[config.mk]
export PLATFORM = sky130hd
export DESIGN_NAME = cpu_mem_arbiter
export DESIGN_NICKNAME = d
export VERILOG_FILES = /design/src/rtl/cpu_mem_arbiter.sv
export SDC_FILE = /design/constraint.sdc
export NUM_CORES = 1
export LEC_CHECK = 0
export ABC_AREA = 1
export BUFFER_PORTS_ARGS = -buffer_cell sky130_fd_sc_hd__buf_2
export CORE_MARGIN = 2
export CORE_UTILIZATION = 25
export DETAILED_ROUTE_END_ITERATION = 12
export SLEW_MARGIN = 30
export SYNTH_ARGS = -nofsm -noshare
export SYNTH_HDL_FRONTEND = slang
export SYNTH_SLANG_ARGS = --single-unit
[constraint.sdc]
create_clock -name clk -period 1.27 [get_ports clk]
set_input_delay 0.254 -clock clk [delete_from_list [all_inputs] [get_ports clk]]
set_output_delay 0.254 -clock clk [all_outputs]
set_load 0.01 [all_outputs]
[src/rtl/cpu_mem_arbiter.sv]
// cpu_mem_arbiter: merges the core's fetch and load/store channels onto one
// single-port memory bus, one access at a time. Optional: ARB_PERF_CNT_EN.
module cpu_mem_arbiter #(
    parameter int ADDR_W = 32,
    parameter int DATA_W = 32
) (
    input  logic                clk,
    input  logic                rst,
`ifdef ARB_PERF_CNT_EN
    output logic [31:0]         inst_grant_cnt,
    output logic [31:0]         data_grant_cnt,
    output logic [31:0]         bus_stall_cnt,
`endif
    input  logic [ADDR_W-1:0]   PC,
    input  logic                Inst_Req_Valid,
    output logic                Inst_Req_Ack,
    output logic [DATA_W-1:0]   Instruction,
    output logic                Inst_Valid,
    input  logic                Inst_Ack,
    input  logic [ADDR_W-1:0]   Address,
    input  logic                MemWrite,
    input  logic [DATA_W-1:0]   Write_data,
    input  logic [DATA_W/8-1:0] Write_strb,
    input  logic                MemRead,
    output logic                Mem_Req_Ack,
    output logic [DATA_W-1:0]   Read_data,
    output logic                Read_data_Valid,
    input  logic                Read_data_Ack,
    output logic                mem_req_valid,
    input  logic                mem_req_ready,
    output logic [ADDR_W-1:0]   mem_addr,
    output logic                mem_wen,
    output logic [DATA_W-1:0]   mem_wdata,
    output logic [DATA_W/8-1:0] mem_wstrb,
    input  logic                mem_rsp_valid,
    output logic                mem_rsp_ready,
    input  logic [DATA_W-1:0]   mem_rdata
);

    localparam int STRB_W = DATA_W / 8;
    localparam logic [ADDR_W-1:0] ALIGN_MASK = ~ADDR_W'(3);

    typedef enum logic [3:0] {
        IDLE = 4'b0001,
        REQ  = 4'b0010,
        RSP  = 4'b0100,
        DLV  = 4'b1000
    } state_t;

    state_t              r_state;
    logic                r_src;
    logic [ADDR_W-1:0]   r_addr;
    logic [DATA_W-1:0]   r_wdata;
    logic [STRB_W-1:0]   r_wstrb;
    logic                r_wen;
    logic [DATA_W-1:0]   r_buf;
    logic                r_req_valid;
    logic                r_rsp_ready;
    logic                r_inst_valid;
    logic                r_rd_valid;

    logic w_idle;
    logic w_data_req;
    logic w_data_acc;
    logic w_inst_acc;
    logic w_dlv_ack;

    // Acks are only offered in IDLE and never while reset is held.
    assign w_idle     = (r_state == IDLE) & rst;
    assign w_data_req = MemRead | MemWrite;
    assign w_data_acc = w_idle & w_data_req;
    assign w_inst_acc = w_idle & Inst_Req_Valid & ~w_data_req;
    assign w_dlv_ack  = r_src ? Read_data_Ack : Inst_Ack;

    assign Mem_Req_Ack     = w_data_acc;
    assign Inst_Req_Ack    = w_inst_acc;
    assign mem_req_valid   = r_req_valid;
    assign mem_rsp_ready   = r_rsp_ready;
    assign mem_addr        = r_addr;
    assign mem_wen         = r_wen;
    assign mem_wdata       = r_wdata;
    assign mem_wstrb       = r_wstrb;
    assign Instruction     = r_buf;
    assign Read_data       = r_buf;
    assign Inst_Valid      = r_inst_valid;
    assign Read_data_Valid = r_rd_valid;

    // Transaction FSM: accept, bus request, bus response, deliver to core.
    always_ff @(posedge clk) begin
        if (!rst) begin
            r_state      <= IDLE;
            r_src        <= 1'b0;
            r_addr       <= '0;
            r_wdata      <= '0;
            r_wstrb      <= '0;
            r_wen        <= 1'b0;
            r_buf        <= '0;
            r_req_valid  <= 1'b0;
            r_rsp_ready  <= 1'b0;
            r_inst_valid <= 1'b0;
            r_rd_valid   <= 1'b0;
        end else begin
            unique case (r_state)
                IDLE: begin
                    if (w_data_acc) begin
                        r_addr      <= Address;
                        r_wen       <= MemWrite;
                        r_wdata     <= Write_data;
                        r_wstrb     <= Write_strb;
                        r_src       <= 1'b1;
                        r_req_valid <= 1'b1;
                        r_state     <= REQ;
                    end else if (w_inst_acc) begin
                        r_addr      <= PC & ALIGN_MASK;
                        r_wen       <= 1'b0;
                        r_wdata     <= '0;
                        r_wstrb     <= '0;
                        r_src       <= 1'b0;
                        r_req_valid <= 1'b1;
                        r_state     <= REQ;
                    end
                end
                REQ: begin
                    if (mem_req_ready) begin
                        r_req_valid <= 1'b0;
                        r_rsp_ready <= ~r_wen;
                        r_state     <= r_wen ? IDLE : RSP;
                    end
                end
                RSP: begin
                    if (mem_rsp_valid) begin
                        r_buf        <= mem_rdata;
                        r_rsp_ready  <= 1'b0;
                        r_inst_valid <= ~r_src;
                        r_rd_valid   <= r_src;
                        r_state      <= DLV;
                    end
                end
                DLV: begin
                    if (w_dlv_ack) begin
                        r_inst_valid <= 1'b0;
                        r_rd_valid   <= 1'b0;
                        r_state      <= IDLE;
                    end
                end
                default: begin
                    r_req_valid  <= 1'b0;
                    r_rsp_ready  <= 1'b0;
                    r_inst_valid <= 1'b0;
                    r_rd_valid   <= 1'b0;
                    r_state      <= IDLE;
                end
            endcase
        end
    end

`ifdef ARB_PERF_CNT_EN
    logic w_stall;
    assign w_stall = ((r_state == REQ) & ~mem_req_ready) |
                     ((r_state == RSP) & ~mem_rsp_valid);

    // Free-running grant and bus-stall counters, wrapping naturally.
    always_ff @(posedge clk) begin
        if (!rst) begin
            inst_grant_cnt <= '0;
            data_grant_cnt <= '0;
            bus_stall_cnt  <= '0;
        end else begin
            if (w_inst_acc) inst_grant_cnt <= inst_grant_cnt + 32'd1;
            if (w_data_acc) data_grant_cnt <= data_grant_cnt + 32'd1;
            if (w_stall)    bus_stall_cnt  <= bus_stall_cnt + 32'd1;
        end
    end
`endif

endmodule

==> Word level (Yosys, flattened, before mapping) <==
Cells that the tools add are included.
{ "word_totals": {"inputBits": 141, "latch_bits": 0, "ff_bits": 110, "romBits": 0, "output_inout_bits": 139, "memories": 0, "word_cells": 69, "ramBits": 0} }
{ "classes": {"addsub": 0, "n_mux": 29, "eq_ne": 8, "mul": 0, "n_lt_le_gt_ge": 0, "n_reduce_logical": 10, "n_bitwise": 11, "shifts": 0, "n_div": 0} }
{ "op_table": {"columns": ["operator", "count"], "rows": [
  ["$mux W32", 4],
  ["$mux W4", 7],
  ["$pmux W4 S4", 1],
  ["$mux W1", 12],
  ["$pmux W1 S3", 4],
  ["$reduce_and A3 Y1", 3],
  ["$ne A2 B2 Y1 const B", 3],
  ["$not A1 Y1", 6],
  ["$reduce_or A2 Y1", 3],
  ["$and A1 B1 Y1", 4],
  ["$eq A4 B1 Y1 const B", 1],
  ["$eq A4 B2 Y1 const B", 1],
  ["$eq A4 B3 Y1 const B", 1],
  ["$eq A4 B4 Y1 const B", 1],
  ["$reduce_and A2 Y1", 2],
  ["$reduce_and A4 Y1", 1],
  ["$mux W3", 1],
  ["$ne A3 B3 Y1 const B", 1],
  ["$reduce_bool A2 Y1", 1],
  ["$or A1 B1 Y1", 1]
]} }

==> Depth between registers and ports, before layout <==
Gate-level depths: netlist of the first run.
{ "depth": {"depth_word": 7, "depth_mapped": 9, "mapped_depth_nobuf": 9} }

==> Worst setup path after synthesis of the first run <==
Ideal clock, no wire load.
{ "synth_path": {"path_type": "reg-to-reg", "start": "reg r_state[2]", "end": "reg r_buf[14] (netlist: Instruction[14])", "n_path_buf": 2, "setup_ps": 119, "slack_ps": -21, "period_less_slack_ps": 1291, "stages_incl_launch_ff": 8, "required_time_ps": 1151, "arrival_time_ps": 1172, "cell_sequence": "dfxtp_1 inv_1 nor2_2 nand3_1 buf_4 clkbuf_2 o21ai_0 a21oi_1"} }
{ "synth_via": {"elab_chain_cells": 2} }
{ "synth_rtl": {"columns": ["element", "line", "rtl"], "rows": [
  ["start, declared", "50", "state_t r_state;"],
  ["start signal, assigned", "127", "r_state <= r_wen ? IDLE : RSP;"],
  ["$eq A4 B3 Y1", "103", "unique case (r_state)"],
  ["$reduce_and A2 Y1 (no source line)", null, null],
  ["end signal, assigned", "132", "r_buf <= mem_rdata;"],
  ["end, declared", "56", "logic [DATA_W-1:0] r_buf;"]
]} }
Every way passes these cells.
A chain may end at the register's enable or synchronous reset.

==> Worst setup path in the final report of the first run <==
{ "layout_path": {"start": "reg r_state[3]", "end": "out Mem_Req_Ack"} }
{ "layout_via": {"elab_chain_cells": 3} }
{ "layout_rtl": {"columns": ["element", "line", "rtl"], "rows": [
  ["$eq A4 B1 Y1", "69", "assign w_idle = (r_state == IDLE) & rst;"],
  ["$and A1 B1 Y1", "69", null],
  ["$and A1 B1 Y1", "71", "assign w_data_acc = w_idle & w_data_req;"],
  ["end, declared", "25", "output logic Mem_Req_Ack,"]
]} }
Every way passes these cells.

==> flow_summary.yaml, run 1 <==
synthesis:
  synth_edf_count: 0
  synth-async-reset-ratio_pct: 0
  ys_types: 21
  ys.flop_type: "dfxtp_1"
  syn_nets: 792
  synth_top_area_share_pct: 47.4
  synth_top_area_cell: "dfxtp_1"
  synth_area_mm2: 0.00465
  synth_most_common_cell: "nand2_1"
  synth_common_cells: "nand2_1 (187), dfxtp_1 (110), a21oi_1 (76), nor2_1 (67), o21ai_0 (61)"
  ys_ff_latch: 110
  ys_warn_count: 0
  ys_seq_area_share_pct: 47.4
  syn-instance-count: 651
  ys_top_cells_by_area: "dfxtp_1 (47%), nand2_1 (15%), a21oi_1 (8.2%)"
  synth_area_per_cell_um2: 7.14
worst_setup_path:
  required_ps: 1020
  end_kind: "output port"
  cpLargestDelayFamily: "flip-flops"
  max_stage_delay_ps: 370
  crit_chain: "nor2_4 > nand4_4 > inv_4 > buf_12 > buf_6"
  arrival_ps: 1290
  crit_type: "register to output port"
  worst-path-max-fanout: 3
  cp-start-kind: "register"
  slowest_stage: "dfxtp_4"
  critPathBufInv: 3
grt:
  top_usage_layer: "met2"
  grt_antenna_before_repair: 0
  use_met2_pct: 28.9
  track_usage_pct: 16.3
  grtUsageMet1_pct: 19.3
  overflow: 0
  grt_pass1_wl_um: 25100
  grt_max_degree: 35
  use_met3_pct: 4.48
  grt_pass1_vias: 4832
timing:
  hold_viol_final: 0
  fin_crit_sh_pct: 122
  finalSetupViolCount: 109
  relSlewSlack_pct: 76.4
  fin_skew_ps: 9.16
  rsz0062_at_grt: "true"
  clock.fmax_mhz: 646
  finalCriticalPeriod_ps: 1550
  slew_violations: 0
  worst_pin_slew_ps: 352
  hold_slack_ps: 139
  setup_ws_ps: -278
finish:
  fillers: 1863
  area_growth_pct: 62.2
  fin_util_pct: 41.7
  final_layout_size_suffix_gt1_share_pct: 48.2
  nets: 1082
  num_antenna_cells: 0
floorplan:
  row_count: 49
  die_w_um: 140
  die_h_um: 140
  io_pins: 280
  start_util_pct: 25.7
  die_area_mm2: 0.0197
  core_mm2: 0.0181
routing:
  avgViaCountPerCell: 4.37
  post-route-drc-count: 0
  initialDrtViolationCount: 134
  dr.pass1.iters: 4
  wl_per_cell_um: 14.1
  wirelength_um: 16500
  vias: 5134
  ant_nets: 0
clocking:
  cts_buffer_depth: 2
  cts_tree: "done"
  clkTransAtPathRegs_ps: 80
  htree_levels: 3
  cts_hold_buffers: 0
  cts-root-buf: "clkbuf_16"
  cts_made_buffers: 9
  clk_latency_ps: 350
  cts.sinks: 110
pwr:
  internal_power_mw: 6.45
  clkPwrFrac_pct: 32.0
  p_leak_nw: 3.79
  comb_power_share_pct: 26.4
  powerDensity_mw_per_mm2: 1220
  peakVddDrop_mv: 0.655
  switchingPower_mw: 2.78
  swShare_pct: 30.1
  power_frac_seq_pct: 41.6
run_status:
  status: "finished with violations"
  violations: "negative setup slack"
placed_design:
  io_buffers: 277
  hpwl_um: 11100
  routabilityCongestion: 0.786
min_path:
  hold_class: "input port to register"
job:
  maxCapViolations: 0
## kinds of logic (layout without fill, tap and decap cells)
logic type | count (synthesis) | count (layout) | share of synthesized area (%)
flip-flops | 110 | 110 | 47.4
buffers and inverters | 124 | 419 | 13.5
AND/OR/NAND/NOR | 274 | 274 | 23.5
AO/OA/AOI/OAI | 143 | 143 | 15.6
## placed cells by master, fill, tap and decap left out
| cell | instances |
|---|---|
| dfxtp_2 | 1 |
| clkinvlp_4 | 1 |
| clkinv_2 | 1 |
| o31ai_1 | 1 |
| nand2_1 | 174 |
| clkinv_4 | 1 |
| dfxtp_1 | 106 |
| nand4_1 | 4 |
| inv_4 | 1 |
| nor2_2 | 18 |
| bufinv_16 | 1 |
| inv_1 | 45 |
| buf_8 | 6 |
| nand4_4 | 1 |
| o21ai_2 | 24 |
| buf_2 | 275 |
| nor2_1 | 47 |
| o21ai_0 | 34 |
| nand3_1 | 4 |
| clkbuf_16 | 9 |
| buf_16 | 8 |
| o211ai_4 | 1 |
| nand3_2 | 5 |
| buf_4 | 26 |
| nand2_2 | 13 |
| nor2_4 | 7 |
| clkinv_1 | 1 |
| a21oi_2 | 9 |
| inv_2 | 6 |
| nand3_4 | 1 |
| buf_12 | 11 |
| o21ai_1 | 7 |
| a21oi_1 | 67 |
| buf_6 | 21 |
| bufbuf_16 | 3 |
| dfxtp_4 | 3 |
| inv_8 | 1 |
| inv_6 | 2 |
## registers in the layout, summed over array words and instances (netlist names)
name,count
Instruction,32
r_src,1
mem_wdata,32
mem_addr,32
Inst_Valid,1
r_state,4
mem_wen,1
Read_data_Valid,1
mem_req_valid,1
mem_wstrb,4
mem_rsp_ready,1
## worst min-delay path, stage by stage
cell and delay [ps]:
buf_2 90, nand2_1 50, a21oi_1 50
## power by group through the flow
stage | combinational, mW | clock (mW) | sequential [mW]
6_report | 2.43 | 2.95 | 3.84
5_1_grt | 2.66 | 3.23 | 3.87
4_1_cts | 2.38 | 3.08 | 3.84
3_5_place_dp | 1.79 | 0 | 3.92
3_3_place_gp | 1.79 | 0 | 3.91
2_1_floorplan | 0.824 | 0 | 4.03
## layer usage
metal	vias to the layer above	wire length [um]
li1	2594	-
met1	2308	6860
met2	214	8170
met3	18	1280
met4	0	234
met5	-	0
## per-stage QoR
| stage | cells | setup TNS (ps) | setup WS, ps | power [mW] | area (um2) |
|---|---|---|---|---|---|
| 4_1_cts | 1172 | -22440 | -300 | 9.30 | 7450 |
| 2_1_floorplan | 651 | 0 | 0.996 | 4.85 | 4650 |
| 5_1_grt | 1175 | -29120 | -336 | 9.76 | 7540 |
| 3_5_place_dp | 1126 | -16000 | -237 | 5.71 | 6320 |
| 3_3_place_gp | 1126 | -13740 | -194 | 5.70 | 6320 |
| 6_report | 1175 | -22200 | -278 | 9.23 | 7540 |
## layout make-up
| cell class | count | area [um2] | area share, % |
|---|---|---|---|
| Timing Repair Buffer | 350 | 2440 | 32.3 |
| Multi-Input combinational cell | 417 | 2090 | 27.8 |
| Inverter | 53 | 201 | 2.67 |
| Sequential cell | 110 | 2210 | 29.4 |
| Clock buffer | 9 | 225 | 2.99 |
| Clock inverter | 7 | 80.1 | 1.06 |
| Tap cell | 229 | 287 | 3.80 |
## final timing paths
| check | from | endpoint | slack (ps) | cells past startpoint |
|---|---|---|---|---|
| setup / recovery | r_state[3] | Mem_Req_Ack | -280 | 5 |
| hold / removal | Write_data[3] | mem_wdata[3] | 140 | 3 |
| setup reg to reg | r_state[3] | mem_addr[14] | -270 | 10 |
| hold reg to reg | Instruction[13] | Instruction[13] | 450 | 2 |
## timing repair
action,4_1_cts,5_1_grt
pin swaps,14,13
cloned,11,0
gates resized for setup,141,23
setup endpoints to repair,103,111
setup buffers,22,3
No activity file was read; power rests on OpenSTA's default activity.
==> run 2: changes to the inputs <==
ABC_CLOCK_PERIOD_IN_PS = 1270   (was default)
TNS_END_PERCENT = 1   (was default)
==> run 2 against run 1 <==
Count of clock-buffer cells in the layout is the same. Critical path type unchanged. Cell area is 8.2% lower. Sequential power about the same. Highest routed layer unchanged. The flow still finishes with violations (negative setup slack). Register-to-register slack better by 50 ps.
==> flow_summary.yaml, run 2 (synthesis results as in run 1) <==
timing:
  hold_viol_final: 0
  clock.fmax_mhz: 657
  worst_pin_slew_ps: 357
  finalSetupViolCount: 101
  rsz0062_at_grt: "true"
  fin_skew_ps: 9.30
  relSlewSlack_pct: 76.1
  slew_violations: 0
  fin_crit_sh_pct: 120
  finalCriticalPeriod_ps: 1520
  setup_ws_ps: -252
placed_design:
  io_buffers: 277
  dp.cells: 1126
  hpwl_um: 11100
  routabilityCongestion: 0.786
finish:
  nets: 1058
  layout_commonest_cell: "buf_2"
  final_layout_size_suffix_gt1_share_pct: 42.7
  fin_util_pct: 38.3
  num_antenna_cells: 0
  fillers: 1917
  layout_common_cells: "buf_2 (275), nand2_1 (183), dfxtp_1 (106)"
  instances_no_fill: 1151
  area_growth_pct: 48.9
routing:
  ant_nets: 0
  dr.pass1.iters: 5
  wirelength_um: 14700
  avgViaCountPerCell: 4.30
  wl_per_cell_um: 12.8
  vias: 4945
  post-route-drc-count: 0
  initialDrtViolationCount: 141
pwr:
  finalPower_mw: 8.73
  power_frac_seq_pct: 43.9
  p_leak_nw: 3.53
  switchingPower_mw: 2.59
  powerDensity_mw_per_mm2: 1260
  peakVddDrop_mv: 0.645
  clkPwrFrac_pct: 33.7
  internal_power_mw: 6.14
  swShare_pct: 29.7
  comb_power_share_pct: 22.3
clocking:
  htree_levels: 3
  cts_hold_buffers: 0
  clkTransAtPathRegs_ps: 80
  cts.sinks: 110
  cts_made_buffers: 9
  cts-root-buf: "clkbuf_16"
  cts_buffer_depth: 2
  cts_tree: "done"
  clk_latency_ps: 350
worst_setup_path:
  worst-path-max-fanout: 3
  slowest_stage: "dfxtp_2"
  required_ps: 1020
  end_kind: "output port"
  r2r_end: "mem_wdata[29]"
  ff2ff_setup_slack_ps: -220
  max_stage_delay_ps: 350
  crit_type: "register to output port"
  reg2reg_depth: 9
  cp-start-kind: "register"
  crit_chain: "nor2_4 > nand4_4 > inv_4 > buf_12 > buf_6"
  critPathBufInv: 3
  arrival_ps: 1270
  cpLargestDelayFamily: "flip-flops"
  timing.rr.start: "r_state[2]"
min_path:
  hold_path_startpoint: "Write_data[21]"
  hold-path-cell-count: 3
  hold_end: "mem_wdata[21]"
  hold_class: "input port to register"
grt:
  grt_antenna_before_repair: 0
  overflow: 0
  grt_max_degree: 35
  track_usage_pct: 14.4
  grt_pass1_vias: 4514
  grt_pass1_wl_um: 22600
floorplan:
  row_count: 49
  die_h_um: 140
  start_util_pct: 25.7
  core_mm2: 0.0181
  io_pins: 280
  die_w_um: 140
  die_area_mm2: 0.0197
run_status:
  status: "finished with violations"
  violations: "negative setup slack"
job:
  maxCapViolations: 0
==> run 2: cell types whose count changed in the layout (fill, tap and decap cells not counted), sizes merged <==
cell / before / now
buf: 347 / 326
bufbuf: 3 / 0
==> run 2: per-stage QoR <==
stage                     area (um2)  hold slack [ps]  worst slack (ps)  setup TNS [ps]
after floorplan                 4650              401             0.996               0
after global placement          6320              435              -194          -13740
after detailed placement        6320              446              -237          -16000
after CTS                       6850              120              -300           -7920
after global routing            6920              122              -310          -21510
final                           6920              142              -252          -13480
==> run 2: final cells by class <==
class / instances / area [um2] / area share (%)
clock inverter: 7 / 80.1 / 1.16
multi-input combinational: 417 / 1980 / 28.6
clock buffer: 9 / 225 / 3.25
sequential: 110 / 2210 / 32.0
tap: 229 / 287 / 4.14
inverter: 53 / 201 / 2.91
timing repair buffer: 326 / 1940 / 28.0
==> run 2: power groups by stage <==
stage / logic, mW / clock network (mW) / registers (mW)
after global placement: 1.79 / 0 / 3.91
after detailed placement: 1.79 / 0 / 3.92
after global routing: 2.17 / 3.22 / 3.87
after CTS: 1.93 / 3.08 / 3.84
after floorplan: 0.824 / 0 / 4.03
final: 1.95 / 2.94 / 3.83
==> run 2: worst min-delay path: stages <==
cell and delay [ps]:
buf_2 100, nand2_1 50, a21oi_1 50
==> run 2: how the worst max path moves through the flow <==
stage	start	to	slack, ps	cells after the start
detailed placement	MemWrite	mem_wdata[11]	-240	8
global route	r_state[2]	Mem_Req_Ack	-310	5
floorplan	r_state[1]	mem_addr[10]	1	7
CTS	r_state[0]	Mem_Req_Ack	-300	6
global placement	MemWrite	mem_wdata[19]	-190	8
finish	r_state[2]	Mem_Req_Ack	-250	5
==> run 2: metal layers <==
layer / share of wire [%] / GRT usage (%)
met5: 0 / 0
met4: 1.0 / 3.83
met3: 9.0 / 4.31
met2: 47 / 24.7
met1: 43 / 17.6
==> run 2: timing repair <==
action | CTS | global route
resized for setup | 69 | 22
setup endpoints to repair | 103 | 111
pin swaps | 10 | 6
buffers inserted | 7 | 2
==> run 3: changes to the inputs <==
PLACE_DENSITY = 0.49   (was default)
==> run 3 against run 2 <==
The flow still finishes with violations (negative setup slack). Maximum frequency is 3.8% lower. Register-to-register slack better by 60 ps. Via count decreased by 0.51%. Critical endpoint unchanged.
==> flow_summary.yaml, run 3 (synthesis results as in run 1) <==
floorplan:
  die_area_mm2: 0.0197
  row_count: 49
  die_h_um: 140
  core_mm2: 0.0181
  die_w_um: 140
  io_pins: 280
  start_util_pct: 25.7
finish:
  area_growth_pct: 50.5
  multi_input_area_mm2: 0.00191
  final_layout_size_suffix_gt1_share_pct: 41.7
  register_area_mm2: 0.00221
  layout_commonest_cell: "buf_2"
  nets: 1068
  fillers: 1963
  layout_common_cells: "buf_2 (276), nand2_1 (185), dfxtp_1 (106)"
  final_cell_area_mm2: 0.00699
timing:
  setup_ws_ps: -312
  fin_setup_tns_ps: -7800
  finalCriticalPeriod_ps: 1580
  fin_crit_sh_pct: 125
  hold_viol_final: 0
  worst_pin_slew_ps: 354
  slew_violations: 0
  relSlewSlack_pct: 76.4
  fin_skew_ps: 10.5
  rsz0062_at_grt: "true"
  clock.fmax_mhz: 632
  finalSetupViolCount: 82
placed_design:
  post_dp_cell_area_mm2: 0.00637
  io_buffers: 277
  hpwl_um: 11200
  pre_cts_ws_ps: -230
  routabilityCongestion: 0.772
clocking:
  htree_levels: 3
  cts_made_buffers: 9
  cts_hold_buffers: 0
  clkTransAtPathRegs_ps: 80
  cts-root-buf: "clkbuf_16"
  cts.sinks: 110
  clk_latency_ps: 360
  cts_buffer_depth: 2
  cts_tree: "done"
run_status:
  status: "finished with violations"
  violations: "negative setup slack"
worst_setup_path:
  slowest_stage: "dfxtp_4"
  crit_chain: "nor2_4 > nand4_4 > inv_4 > buf_12 > buf_2"
  required_ps: 1020
  cp-start-kind: "register"
  crit_type: "register to output port"
  worst-path-max-fanout: 3
  max_stage_delay_ps: 360
  end_kind: "output port"
  arrival_ps: 1330
pwr:
  p_leak_nw: 3.58
  powerDensity_mw_per_mm2: 1320
  peakVddDrop_mv: 0.565
job:
  maxCapViolations: 0
routing:
  wirelength_um: 15100
  ant_nets: 0
  initialDrtViolationCount: 129
  post-route-drc-count: 0
  dr.pass1.iters: 4
  vias: 4920
  wl_per_cell_um: 13.0
  avgViaCountPerCell: 4.23
grt:
  grt_max_degree: 63
  grt_pass1_wl_um: 23000
  grt_pass1_vias: 4465
  overflow: 0
  track_usage_pct: 14.6
  grt_antenna_before_repair: 1
min_path:
  hold_class: "input port to register"
[run 3: worst paths after layout]
check	from	to	slack, ps	depth (start not counted)
hold reg to reg	mem_req_valid	mem_req_valid	450	2
setup / recovery	r_state[2]	Mem_Req_Ack	-310	5
setup reg to reg	r_state[3]	r_state[3]	-160	7
hold / removal	Write_data[13]	mem_wdata[13]	140	3
[run 3: report_power, final]
part / switching (mW) / internal (mW)
Sequential: 0.129 / 3.70
Combinational: 1.08 / 0.934
Clock: 1.40 / 1.96
[run 3: metrics by stage]
step | hold slack [ps] | total power, mW | std cells | utilization (%)
floorplan | 401 | 4.85 | 651 | -
global placement | 443 | 5.77 | 1134 | 35.2
detailed placement | 439 | 5.77 | 1134 | 35.2
CTS | 126 | 9.30 | 1158 | 38.1
global route | 126 | 9.75 | 1162 | 38.7
finish | 136 | 9.20 | 1162 | 38.7
[run 3: final cells by class]
cell class / count / area share [%]
antenna: 1 / 0.0358
clock buffer: 9 / 3.22
clock inverter: 7 / 1.83
inverter: 53 / 2.95
multi-input combinational: 417 / 27.4
sequential: 110 / 31.7
tap: 229 / 4.10
timing repair buffer: 336 / 28.8
[run 3: worst max-delay path, delay by kind of cell (launching register included)]
kind / cells / cell delay (ps)
buf+inv: 3 / 320
flops: 1 / 360
simple gates: 2 / 300
[run 3: metal layers]
layer  GRT usage (%)  wire [um]  vias up
li1                -          -     2567
met1            17.8       6570     2149
met2            24.8       7090      195
met3            4.41       1280        9
met4            4.68        153        0
met5               0          0        -
[run 3: what timing repair did]
action,4_1_cts,5_1_grt
setup endpoints to repair,108,111
resized for setup,55,25
cloned,0,0
hold endpoints to repair,0,0
buffers inserted,8,3
pin swaps,10,22
